===== src/rtl/cursor_update_ctrl_pkg.sv =====
// Shared types, widths and playfield defaults for the cursor position datapath.
// Also used by the pixel-overlay block so both agree on bounds and reset position.
// Holds the clamp-and-step helper used when computing the next coordinate.
package cursor_update_ctrl_pkg;

  localparam int COORD_W = 10;
  localparam int G_W     = 10;
  localparam int VCNT_W  = 11;

  localparam int DEF_X_MIN    = 0;
  localparam int DEF_X_MAX    = 634;
  localparam int DEF_Y_MIN    = 0;
  localparam int DEF_Y_MAX    = 475;
  localparam int DEF_X_RESET  = 300;
  localparam int DEF_Y_RESET  = 300;
  localparam int DEF_V_COMMIT = 481;

  typedef enum logic [2:0] {
    ST_IDLE       = 3'd0,
    ST_REQ        = 3'd1,
    ST_CALC       = 3'd2,
    ST_WAIT_FRAME = 3'd3,
    ST_COMMIT     = 3'd4
  } state_t;

  // New coordinate = current + (tilt >>> shift), saturated to [lo, hi].
  // 12-bit signed arithmetic covers 0..1023 plus a delta of at most +/-512.
  function automatic logic [COORD_W-1:0] step_clamp(
    input logic [COORD_W-1:0] cur,
    input logic [G_W-1:0]     g,
    input int                 shift,
    input int                 lo,
    input int                 hi
  );
    logic signed [11:0] dx;
    logic signed [11:0] sum;
    dx  = $signed({{(12-G_W){g[G_W-1]}}, g}) >>> shift;
    sum = $signed({{(12-COORD_W){1'b0}}, cur}) + dx;
    if (sum < $signed(12'(lo)))
      return COORD_W'(lo);
    else if (sum > $signed(12'(hi)))
      return COORD_W'(hi);
    else
      return sum[COORD_W-1:0];
  endfunction

endpackage


===== src/rtl/cursor_update_ctrl_tick_gen.sv =====
// Free-running divider producing a single-cycle update enable every TICK_DIV clocks.
// Latency: tick is high while the counter holds TICK_DIV-1 (combinational decode).
// No backpressure: the counter never stalls; consumers drop ticks they cannot take.
module cursor_update_ctrl_tick_gen #(
  parameter int TICK_DIV = 10000000
) (
  input  logic CLK,
  input  logic RST,
  output logic tick
);

  localparam int CW = (TICK_DIV > 1) ? $clog2(TICK_DIV) : 1;

  logic [CW-1:0] r_cnt;
  logic          w_wrap;

  assign w_wrap = (r_cnt == CW'(TICK_DIV - 1));
  assign tick   = w_wrap;

  // Counter 0..TICK_DIV-1, wrapping; runs in every controller state.
  always_ff @(posedge CLK or negedge RST) begin
    if (!RST)
      r_cnt <= '0;
    else if (w_wrap)
      r_cnt <= '0;
    else
      r_cnt <= r_cnt + CW'(1);
  end

endmodule


===== src/rtl/cursor_update_ctrl.sv =====
// Per tick: fetch one tilt sample, compute clamped position, commit it in vertical blank.
// Latency: handshake -> coordinate change is 3 cycles plus the wait for V_COMMIT.
// Backpressure: waits indefinitely for sample_valid; ticks arriving while busy set overrun.
module cursor_update_ctrl
  import cursor_update_ctrl_pkg::*;
#(
  parameter int TICK_DIV = 10000000,
  parameter int SHIFT    = 3,
  parameter int X_MIN    = DEF_X_MIN,
  parameter int X_MAX    = DEF_X_MAX,
  parameter int Y_MIN    = DEF_Y_MIN,
  parameter int Y_MAX    = DEF_Y_MAX,
  parameter int X_RESET  = DEF_X_RESET,
  parameter int Y_RESET  = DEF_Y_RESET,
  parameter int V_COMMIT = DEF_V_COMMIT
) (
  input  logic               CLK,
  input  logic               RST,
  input  logic [G_W-1:0]     xAxisG,
  input  logic [G_W-1:0]     yAxisG,
  input  logic               sample_valid,
  output logic               sample_ready,
  input  logic [VCNT_W-1:0]  vga_vcounter,
  output logic [COORD_W-1:0] xCoord,
  output logic [COORD_W-1:0] yCoord,
  output logic               coord_update,
  output logic               busy,
  output logic               overrun
);

  state_t               r_state;
  state_t               w_state_nxt;
  logic                 w_tick;
  logic                 w_hs;
  logic                 w_vmatch;
  logic [G_W-1:0]       r_x_smp;
  logic [G_W-1:0]       r_y_smp;
  logic [COORD_W-1:0]   r_x_nxt;
  logic [COORD_W-1:0]   r_y_nxt;
  logic [COORD_W-1:0]   r_x;
  logic [COORD_W-1:0]   r_y;
  logic                 r_coord_update;
  logic                 r_overrun;

  cursor_update_ctrl_tick_gen #(
    .TICK_DIV (TICK_DIV)
  ) u_tick_gen (
    .CLK  (CLK),
    .RST  (RST),
    .tick (w_tick)
  );

  assign w_hs     = sample_valid && (r_state == ST_REQ);
  assign w_vmatch = (vga_vcounter == VCNT_W'(V_COMMIT));

  // State register.
  always_ff @(posedge CLK or negedge RST) begin
    if (!RST)
      r_state <= ST_IDLE;
    else
      r_state <= w_state_nxt;
  end

  // Next-state: one pass IDLE->REQ->CALC->WAIT_FRAME->COMMIT->IDLE per accepted tick.
  always_comb begin
    w_state_nxt = r_state;
    case (r_state)
      ST_IDLE:       if (w_tick)   w_state_nxt = ST_REQ;
      ST_REQ:        if (w_hs)     w_state_nxt = ST_CALC;
      ST_CALC:                     w_state_nxt = ST_WAIT_FRAME;
      ST_WAIT_FRAME: if (w_vmatch) w_state_nxt = ST_COMMIT;
      ST_COMMIT:                   w_state_nxt = ST_IDLE;
      default:                     w_state_nxt = ST_IDLE;
    endcase
  end

  // State-decoded outputs.
  always_comb begin
    sample_ready = (r_state == ST_REQ);
    busy         = (r_state != ST_IDLE);
  end

  // Datapath: capture sample, compute clamped target, commit on leaving COMMIT.
  always_ff @(posedge CLK or negedge RST) begin
    if (!RST) begin
      r_x_smp        <= '0;
      r_y_smp        <= '0;
      r_x_nxt        <= '0;
      r_y_nxt        <= '0;
      r_x            <= COORD_W'(X_RESET);
      r_y            <= COORD_W'(Y_RESET);
      r_coord_update <= 1'b0;
      r_overrun      <= 1'b0;
    end else begin
      r_coord_update <= (r_state == ST_COMMIT);
      // Ticks are only consumed in IDLE; anything else (including COMMIT) loses one.
      if (w_tick && (r_state != ST_IDLE))
        r_overrun <= 1'b1;
      if (w_hs) begin
        r_x_smp <= xAxisG;
        r_y_smp <= yAxisG;
      end
      if (r_state == ST_CALC) begin
        r_x_nxt <= step_clamp(r_x, r_x_smp, SHIFT, X_MIN, X_MAX);
        r_y_nxt <= step_clamp(r_y, r_y_smp, SHIFT, Y_MIN, Y_MAX);
      end
      if (r_state == ST_COMMIT) begin
        r_x <= r_x_nxt;
        r_y <= r_y_nxt;
      end
    end
  end

  assign xCoord       = r_x;
  assign yCoord       = r_y;
  assign coord_update = r_coord_update;
  assign overrun      = r_overrun;

endmodule


===== config.mk =====
export PLATFORM = sky130hd
export DESIGN_NAME = cursor_update_ctrl
export DESIGN_NICKNAME = d
export VERILOG_FILES = /design/src/rtl/cursor_update_ctrl_pkg.sv /design/src/rtl/cursor_update_ctrl_tick_gen.sv /design/src/rtl/cursor_update_ctrl.sv
export SDC_FILE = /design/constraint.sdc
export NUM_CORES = 1
export LEC_CHECK = 0
export BUFFER_PORTS_ARGS = -buffer_cell sky130_fd_sc_hd__buf_2
export CAP_MARGIN = 20
export CORE_MARGIN = 8
export CORE_UTILIZATION = 51
export CTS_CLUSTER_DIAMETER = 200
export CTS_CLUSTER_SIZE = 25
export DETAILED_ROUTE_END_ITERATION = 6
export PLACE_DENSITY = 0.72
export SKIP_CTS_REPAIR_TIMING = 1
export SYNTH_ARGS = -nofsm -noshare
export SYNTH_HDL_FRONTEND = slang
export SYNTH_SLANG_ARGS = --single-unit

===== constraint.sdc =====
create_clock -name CLK -period 2.4 [get_ports CLK]
set_input_delay 0.48 -clock CLK [delete_from_list [all_inputs] [get_ports CLK]]
set_output_delay 0.48 -clock CLK [all_outputs]
set_load 0.05 [all_outputs]

==> impl_metrics.json, run 1 <==
{
  "tightest_slew_ps": 528,
  "placed_area_um2": 5460,
  "synthFlopType": "dfrtp_1",
  "cp-endpoint": "r_x_nxt[0]$_DFFE_PN0N_",
  "dp.cells": 633,
  "hpwl_um": 7700,
  "port_buffers": 51,
  "critical_path_arrival_ps": 2760,
  "syn_to_final_growth_pct": 27.2,
  "finalPower_mw": 3.31,
  "worstPathRequired_ps": 2630,
  "syn-num-nets": 497,
  "p_per_area_nw_per_um2": 562,
  "worstRegToRegCells": 10,
  "drt_iter0_markers": 145,
  "ant_nets": 0,
  "clkSinkCount": 83,
  "setup_viol": 11,
  "cp_slowest_cell": "or4b_4",
  "r2r_end": "r_x_nxt[0]$_DFFE_PN0N_",
  "nNetsFinal": 602,
  "fin_setup_tns_ps": -818,
  "ys_warn_count": 0,
  "async_flop_share": 1.00,
  "peakVddDrop_v": 0.000324,
  "htreeDepth": 3,
  "fillers": 701,
  "avgSynthCellArea_um2": 10.6,
  "critPathTopFamily": "compound AO/OA/AOI/OAI gates",
  "synth_area_um2": 4630,
  "final_cell_area_um2": 5890,
  "synth-seq-cells": 83,
  "critPathLaunch": "r_x_smp[3]$_DFFE_PN0P_",
  "period_needed_ps": 2530,
  "cp_num_buf_inv": 1,
  "finalCritPeriodShare": 1.05,
  "seq_area_frac_synth": 0.451,
  "antenna_found_initial": 0,
  "vias": 3713,
  "grt_max_degree": 48,
  "wirelength_um": 10800,
  "synth_cells": 438,
  "ys_types": 62,
  "skew_ps": 13.7,
  "fin_ws_ps": -129,
  "end_kind": "flop",
  "synth_compound_area_frac": 0.152,
  "row_count": 34,
  "synthAdderAreaFrac": 0.0708,
  "crit_type": "reg2reg",
  "path_clk_slew_ps": 90,
  "maxCapViolCount": 0,
  "start_util": 0.528,
  "clockRootBuffer": "clkbuf_8",
  "hold_path.class": "in2async",
  "worstPathMaxFanout": 3,
  "place.gp.congestion": 0.848,
  "rsz0062_at_grt": "true",
  "worstSetupStartpointType": "flop",
  "synth_edf_count": 0,
  "dr.pass1.iters": 4,
  "slew_viol_final": 0,
  "grt_usage": 0.169,
  "cpPeakStageDelay_ps": 490,
  "insertion_delay_ps": 350,
  "violations": "negative setup slack",
  "stdcell_count": 656,
  "core-area_um2": 8760,
  "fmax_mhz": 395,
  "muxShareOfSynthArea": 0.0703,
  "cp.depth": 10,
  "drive_above_1_share": 0.401,
  "rr_startpoint": "r_x_smp[3]$_DFFE_PN0P_",
  "pin_count": 58,
  "postLayoutCoreUtil": 0.672,
  "relSlewSlack": 0.648,
  "path_cells": "ha_4, inv_2, fa_2, nor2b_4, o21a_1, nor3_2, or4b_4, o311ai_4, a21oi_2, a32o_1",
  "grt_pass1_wl_um": 17500,
  "fp.dieW_um": 111,
  "cts_buffer_depth": 2,
  "wire_per_inst_um": 16.5,
  "grt_pass1_vias": 3732,
  "status": "complete, but fails checks",
  "grt.overflow.total": 0,
  "dieArea_um2": 12400,
  "synthXorXnorAreaFrac": 0.0738,
  "synthSimpleGateAreaFrac": 0.161,
  "cts_tree": "yes",
  "fp.dieH_um": 111,
  "drc": 0,
  "cts_buffers": 9,
  "synth_top_family_by_area": "simple AND/OR/NAND/NOR gates",
  "antennaDiodeCount": 0,
  "r2r_setup_slack_ps": -130,
  "via_per_inst": 5.66,
  "hold_violations": 0,
  "leakage_nw": 2.79
}
[placed cells by master (no fill, tap or decap), drive strengths merged, types with 3 or more instances in the layout]
cell,n
nor2,28
a32oi,5
xor2,18
mux2,28
inv,15
nand4,10
clkinv,3
nand2,37
dfstp,8
and3,8
or3,4
or2,3
o21ai,23
nand3,14
a21o,7
a211oi,7
dfrtp,75
ha,23
nor3b,3
o31ai,6
nor3,7
buf,106
clkbuf,10
nor4,4
a21oi,17
a31oi,3
o211ai,3
xnor2,18
o21a,6
o31a,3
and2,6
nor2b,6
[kinds of logic after synthesis]
group | count (synthesis)
AOI/OAI and AO/OA | 98
xor gates and xnor gates | 36
and+or+nand+nor | 141
adders and majority gates | 25
muxes | 29
buffers and inverters | 26
DFF | 83
[synthesized netlist by cell type (4+ instances only)]
cell type  count  area, um^2
a211oi_1       6        45.0
a21o_1         7        52.6
a21oi_1       16        80.1
a32oi_1        5        43.8
and2_1         6        37.5
and3_1         8        50.1
clkbuf_1       9        33.8
dfrtp_1       75        1880
dfstp_2        8         210
ha_1          23         288
inv_1         14        52.6
mux2_2        28         315
nand2_1       37         139
nand3_1       14        70.1
nand4_1       10        62.6
nor2_1        28         105
nor2b_1        5        31.3
nor3_1         5        25.0
nor4_1         4        25.0
o21a_1         6        45.0
o21ai_0       14        70.1
o21ai_1        9        45.0
o31ai_1        5        37.5
or3_1          4        25.0
xnor2_1       16         140
xor2_1        18         158
[power breakdown]
part           switching (mW)  leakage [nW]  internal [mW]
Sequential             0.0623          1.06           1.49
Clock                   0.532         0.117          0.617
Combinational           0.300          1.61          0.305
[per-stage QoR]
stage	hold slack, ps	worst slack, ps
floorplan	184	-282
global placement	435	-135
detailed placement	446	-176
CTS	95.6	-189
global route	109	-238
finish	81.3	-129
[final cells by class]
cell class | instances | area, um^2 | share of cell area
clock buffer | 10 | 138 | 0.0234
tap | 108 | 135 | 0.0229
timing repair buffer | 106 | 687 | 0.117
inverter | 14 | 52.6 | 0.00892
multi-input combinational | 329 | 2690 | 0.458
sequential | 83 | 2090 | 0.356
clock inverter | 6 | 87.6 | 0.0149
[layer usage]
layer,up-vias,global-route usage,share of wire
met1,1829,0.212,0.45
met5,-,0,0
met3,12,0.0357,0.040
li1,1807,-,-
met2,65,0.280,0.50
met4,0,0.0569,0.012
[worst min path at each step]
stage                         from  depth (start not counted)  slack [ps]                endpoint
2_1_floorplan                  RST                          0         180  coord_update$_DFF_PN0_
3_3_place_gp   overrun$_DFFE_PN0P_                          1         430     overrun$_DFFE_PN0P_
3_5_place_dp   overrun$_DFFE_PN0P_                          1         450     overrun$_DFFE_PN0P_
4_1_cts                        RST                          1         100  r_state[0]$_DFFE_PN0P_
5_1_grt                        RST                          1         110  r_state[0]$_DFFE_PN0P_
6_report                       RST                          1          80  r_state[0]$_DFFE_PN0P_
[state kept, by name (all words and copies together), names as in the netlist]
| name | count |
|---|---|
| r_y_nxt | 10 |
| yCoord | 10 |
| r_x_smp | 7 |
| coord_update | 1 |
| xCoord | 10 |
| u_tick_gen.r_cnt | 24 |
| r_y_smp | 7 |
| overrun | 1 |
| r_state | 3 |
| r_x_nxt | 10 |
(Power assumes the default switching activity.)
==> run 2, diff against run 1 <==
--- a/config.mk
+++ b/config.mk
@@ -7,12 +7,13 @@
 export LEC_CHECK = 0
 export BUFFER_PORTS_ARGS = -buffer_cell sky130_fd_sc_hd__buf_2
 export CAP_MARGIN = 20
-export CORE_MARGIN = 8
-export CORE_UTILIZATION = 51
+export CORE_MARGIN = 4
+export CORE_UTILIZATION = 25
 export CTS_CLUSTER_DIAMETER = 200
 export CTS_CLUSTER_SIZE = 25
 export DETAILED_ROUTE_END_ITERATION = 6
-export PLACE_DENSITY = 0.72
+export PLACE_DENSITY = 0.4
+export REMOVE_ABC_BUFFERS = 1
 export SKIP_CTS_REPAIR_TIMING = 1
 export SYNTH_ARGS = -nofsm -noshare
 export SYNTH_HDL_FRONTEND = slang
==> run 2 against run 1 <==
Effect of this change:
- the flow still finishes with violations (negative setup slack)
- wire length grew 8.9%
- combinational power up 6.8%
- critical path depth shrank 1
- fmax is 1.4% lower
==> impl_metrics.json, run 2 (synthesis results as in run 1) <==
{
  "status": "complete, but fails checks",
  "violations": "negative setup slack",
  "fp.dieW_um": 144,
  "peakVddDrop_v": 0.000351,
  "nNetsFinal": 613,
  "netSwitchingPower_uw": 952,
  "fp.dieH_um": 144,
  "rsz0062_at_grt": "true",
  "largest_reg_flops": 24,
  "syn_to_final_growth_pct": 34.1,
  "drt_iter0_markers": 143,
  "skew_ps": 7.45,
  "fillers": 1853,
  "p_int_mw": 2.65,
  "path_clk_slew_ps": 60,
  "cts_buffer_depth": 2,
  "setup_viol": 16,
  "ant_nets": 0,
  "final_cell_mix": "dfrtp_1, buf_4, buf_2",
  "dp_slack_ps": -201,
  "wirelength_um": 11800,
  "fin_ws_ps": -164,
  "crit_type": "reg2reg",
  "fin_setup_tns_ps": -1680,
  "grt.overflow.total": 0,
  "swShare": 0.264,
  "hpwl_um": 8550,
  "start_util": 0.256,
  "end_kind": "flop",
  "hold_path.class": "in2async",
  "finalCritPeriodShare": 1.07,
  "dieArea_um2": 20800,
  "final_cell_area_um2": 6210,
  "wire_per_inst_um": 15.0,
  "placed_area_um2": 5580,
  "relSlewSlack": 0.618,
  "fmax_mhz": 390,
  "row_count": 49,
  "antennaDiodeCount": 0,
  "p_clk_frac": 0.390,
  "dp.cells": 765,
  "drive_above_1_share": 0.399,
  "clkSinkCount": 83,
  "htreeDepth": 3,
  "pin_count": 58,
  "slew_viol_final": 0,
  "grt_pass1_wl_um": 19300,
  "cts_buffers": 9,
  "core-area_um2": 18100,
  "worstPathMaxFanout": 3,
  "clockRootBuffer": "clkbuf_16",
  "holdWs_ps": 132,
  "drc": 0,
  "grt_max_degree": 42,
  "power_frac_comb": 0.179,
  "port_buffers": 51,
  "hold_violations": 0,
  "worstPathRequired_ps": 2630,
  "grt_usage": 0.120,
  "vias": 3682,
  "stdcell_count": 788,
  "regMostFlops": "u_tick_gen.r_cnt",
  "grt_pass1_vias": 3714,
  "p_per_area_nw_per_um2": 581,
  "maxCapViolCount": 0,
  "dr.pass1.iters": 4,
  "leakage_nw": 2.88,
  "worstSetupStartpointType": "flop",
  "cts_tree": "yes",
  "final_common_cell": "dfrtp_1",
  "period_needed_ps": 2560,
  "seqPwrFrac": 0.431,
  "tightest_slew_ps": 573,
  "critical_path_arrival_ps": 2800,
  "via_per_inst": 4.67,
  "insertion_delay_ps": 340,
  "antenna_found_initial": 0,
  "place.gp.congestion": 0.775
}
[run 2: worst max-delay path, cell delays in order (launching register included)]
cell and delay, ps:
dfrtp_1 380, ha_2 190, inv_2 50, fa_2 230, nor2b_4 60, o31a_1 330, or4b_4 570, o311ai_4 270
a21oi_2 110, a32o_1 260
[run 2: routing by layer]
metal,track usage,routed length [um],share of wire,vias to the layer above
li1,-,-,-,1835
met1,0.159,5570,0.47,1784
met2,0.192,5690,0.48,52
met3,0.0327,398,0.034,11
met4,0.0327,128,0.011,0
met5,0,0,0,-
[run 2: area by class of cell]
cell class | count | area (um^2) | area share
well taps | 229 | 287 | 0.0462
flip-flops and latches | 83 | 2090 | 0.336
repair buffers | 117 | 773 | 0.125
multi-input cells | 329 | 2710 | 0.437
inverters | 14 | 52.6 | 0.00847
clock inverters | 4 | 50.0 | 0.00806
clock buffers | 12 | 246 | 0.0397
[run 2: power groups by stage]
| stage | combinational (mW) | clock (mW) | sequential (mW) |
|---|---|---|---|
| 2_1_floorplan | 0.316 | 0 | 1.56 |
| 3_3_place_gp | 0.544 | 0 | 1.58 |
| 4_1_cts | 0.554 | 1.47 | 1.55 |
| 3_5_place_dp | 0.551 | 0 | 1.58 |
| 5_1_grt | 0.721 | 1.54 | 1.56 |
| 6_report | 0.646 | 1.41 | 1.55 |
[run 2: worst paths after layout]
| path | startpoint | endpoint | slack [ps] | cells after the start |
|---|---|---|---|---|
| max | xCoord[0]$_DFFE_PN0P_ | r_x_nxt[0]$_DFFE_PN0N_ | -160 | 9 |
| min | RST | r_y_smp[6]$_DFFE_PN0P_ | 130 | 1 |
| max reg2reg | xCoord[0]$_DFFE_PN0P_ | r_x_nxt[0]$_DFFE_PN0N_ | -160 | 9 |
| min reg2reg | overrun$_DFFE_PN0P_ | overrun$_DFFE_PN0P_ | 450 | 1 |
| max in group asynchronous | RST | xCoord[3]$_DFFE_PN1P_ | 1560 | 2 |
| min in group CLK | xAxisG[4] | r_x_smp[4]$_DFFE_PN0P_ | 340 | 3 |
[run 2: per-stage QoR]
step / util / total power [mW]
4_1_cts: 0.325 / 3.58
3_3_place_gp: 0.309 / 2.12
3_5_place_dp: 0.309 / 2.13
6_report: 0.343 / 3.60
2_1_floorplan: - / 1.88
5_1_grt: 0.343 / 3.83
==> run 3, diff against run 2 <==
--- a/config.mk
+++ b/config.mk
@@ -13,6 +13,7 @@
 export CTS_CLUSTER_SIZE = 25
 export DETAILED_ROUTE_END_ITERATION = 6
 export PLACE_DENSITY = 0.4
+export RECOVER_POWER = 25
 export REMOVE_ABC_BUFFERS = 1
 export SKIP_CTS_REPAIR_TIMING = 1
 export SYNTH_ARGS = -nofsm -noshare
==> run 3 against run 2 <==
Effect of this change:
- fmax unchanged
- total power about the same
- sequential share of layout area up 0.095 points
- first-iteration DRC count down 2.1%
- global-route usage unchanged
- cell count unchanged
- count of clock-buffer cells in the layout unchanged
- sequential cell count unchanged
- the flow still finishes with violations (negative setup slack)
- largest cell class unchanged
- final area down 0.28%
- non-clock buffer count unchanged
- sequential power about the same
==> impl_metrics.json, run 3 (synthesis results as in run 1) <==
{
  "fmax_mhz": 390,
  "port_buffers": 51,
  "grt_pass1_wl_um": 19300,
  "postLayoutCoreUtil": 0.342,
  "drc": 0,
  "grt.overflow.total": 0,
  "skew_ps": 7.32,
  "fin_setup_tns_ps": -1680,
  "drive_above_1_share": 0.399,
  "largest_reg_flops": 24,
  "grt_max_degree": 42,
  "hold_violations": 0,
  "syn_to_final_growth_pct": 33.7,
  "cts_tree": "yes",
  "violations": "negative setup slack",
  "path_clk_slew_ps": 60,
  "rr_startpoint": "xCoord[0]$_DFFE_PN0P_",
  "worstSetupStartpointType": "flop",
  "relSlewSlack": 0.298,
  "wirelength_um": 11800,
  "peakVddDrop_v": 0.000351,
  "ant_nets": 0,
  "row_count": 49,
  "worstPathRequired_ps": 2630,
  "grt_pass1_vias": 3714,
  "insertion_delay_ps": 340,
  "htreeDepth": 3,
  "drt_iter0_markers": 140,
  "final_cell_mix": "dfrtp_1, buf_4, buf_2",
  "finalPower_mw": 3.60,
  "cts_buffers": 9,
  "wire_per_inst_um": 15.0,
  "antennaDiodeCount": 0,
  "tightest_slew_ps": 1050,
  "crit_type": "reg2reg",
  "regMostFlops": "u_tick_gen.r_cnt",
  "vias": 3684,
  "wl_met3_um": 401,
  "hold_path.class": "in2async",
  "antenna_found_initial": 0,
  "rsz0062_at_grt": "true",
  "core-area_um2": 18100,
  "via_per_inst": 4.68,
  "nNetsFinal": 613,
  "fin_ws_ps": -164,
  "end_kind": "flop",
  "leakage_nw": 2.88,
  "p_per_area_nw_per_um2": 582,
  "start_util": 0.256,
  "cts_buffer_depth": 2,
  "final_common_cell": "dfrtp_1",
  "clockRootBuffer": "clkbuf_16",
  "r2r_end": "r_x_nxt[0]$_DFFE_PN0N_",
  "drt-met1-wl_um": 5570,
  "critical_path_arrival_ps": 2800,
  "fp.dieW_um": 144,
  "worstRegToRegCells": 9,
  "top_layer": "met4",
  "r2r_setup_slack_ps": -160,
  "finalCritPeriodShare": 1.07,
  "dr.pass1.iters": 4,
  "dieArea_um2": 20800,
  "setup_viol": 16,
  "maxCapViolCount": 0,
  "slew_viol_final": 0,
  "wl_met2_um": 5690,
  "place.gp.congestion": 0.775,
  "clkSinkCount": 83,
  "grt_usage": 0.120,
  "worstPathMaxFanout": 3,
  "fp.dieH_um": 144,
  "period_needed_ps": 2560,
  "pin_count": 58,
  "status": "complete, but fails checks",
  "hpwl_um": 8550
}
## run 3: cell types whose count changed in the layout (fill, tap and decap cells not counted)
cell / before / now
buf_12: 1 / 0
buf_4: 64 / 63
clkbuf_2: 0 / 2
## run 3: final cells by class
cell class,count,area [um^2]
multi-input cells,329,2710
clock buffers,12,246
clock inverters,4,50.0
repair buffers,117,756
flip-flops and latches,83,2090
well taps,229,287
inverters,14,52.6
fillers,1856,11900
## run 3: power breakdown
part	leakage, nW	internal, mW	switching (mW)
logic	1.67	0.322	0.320
clock network	0.139	0.834	0.573
registers	1.07	1.49	0.0586
total	2.88	2.65	0.951
## run 3: per-stage QoR
stage,hold slack [ps],std cells,cell area (um^2),setup slack (ps)
after floorplan,184,426,4580,-487
after global placement,437,765,5580,-170
after detailed placement,441,765,5580,-201
after CTS,136,781,5880,-220
after global routing,344,788,6190,-262
final,324,788,6190,-164
## run 3: critical path: stages, from the launching register on
cell and delay (ps):
dfrtp_1 380, ha_2 190, inv_2 50, fa_2 230
nor2b_4 60, o31a_1 330, or4b_4 570, o311ai_4 270
a21oi_2 110, a32o_1 260
## run 3: how the worst max path moves through the flow
| stage | to | startpoint | slack [ps] | depth (start not counted) |
|---|---|---|---|---|
| floorplan | r_x_nxt[0]$_DFFE_PN0N_ | xCoord[0]$_DFFE_PN0P_ | -490 | 9 |
| CTS | r_x_nxt[6]$_DFFE_PN0N_ | xCoord[0]$_DFFE_PN0P_ | -220 | 11 |
| finish | r_x_nxt[0]$_DFFE_PN0N_ | xCoord[0]$_DFFE_PN0P_ | -160 | 9 |
| detailed placement | r_x_nxt[6]$_DFFE_PN0N_ | xCoord[0]$_DFFE_PN0P_ | -200 | 11 |
| global route | r_x_nxt[0]$_DFFE_PN0N_ | r_x_smp[3]$_DFFE_PN0P_ | -260 | 9 |
| global placement | r_x_nxt[0]$_DFFE_PN0N_ | xCoord[0]$_DFFE_PN0P_ | -170 | 9 |
## run 3: layer usage
metal	track usage	up-vias
li1	-	1834
met2	0.192	54
met3	0.0327	11
met1	0.159	1785
met5	0	-
met4	0.0327	0
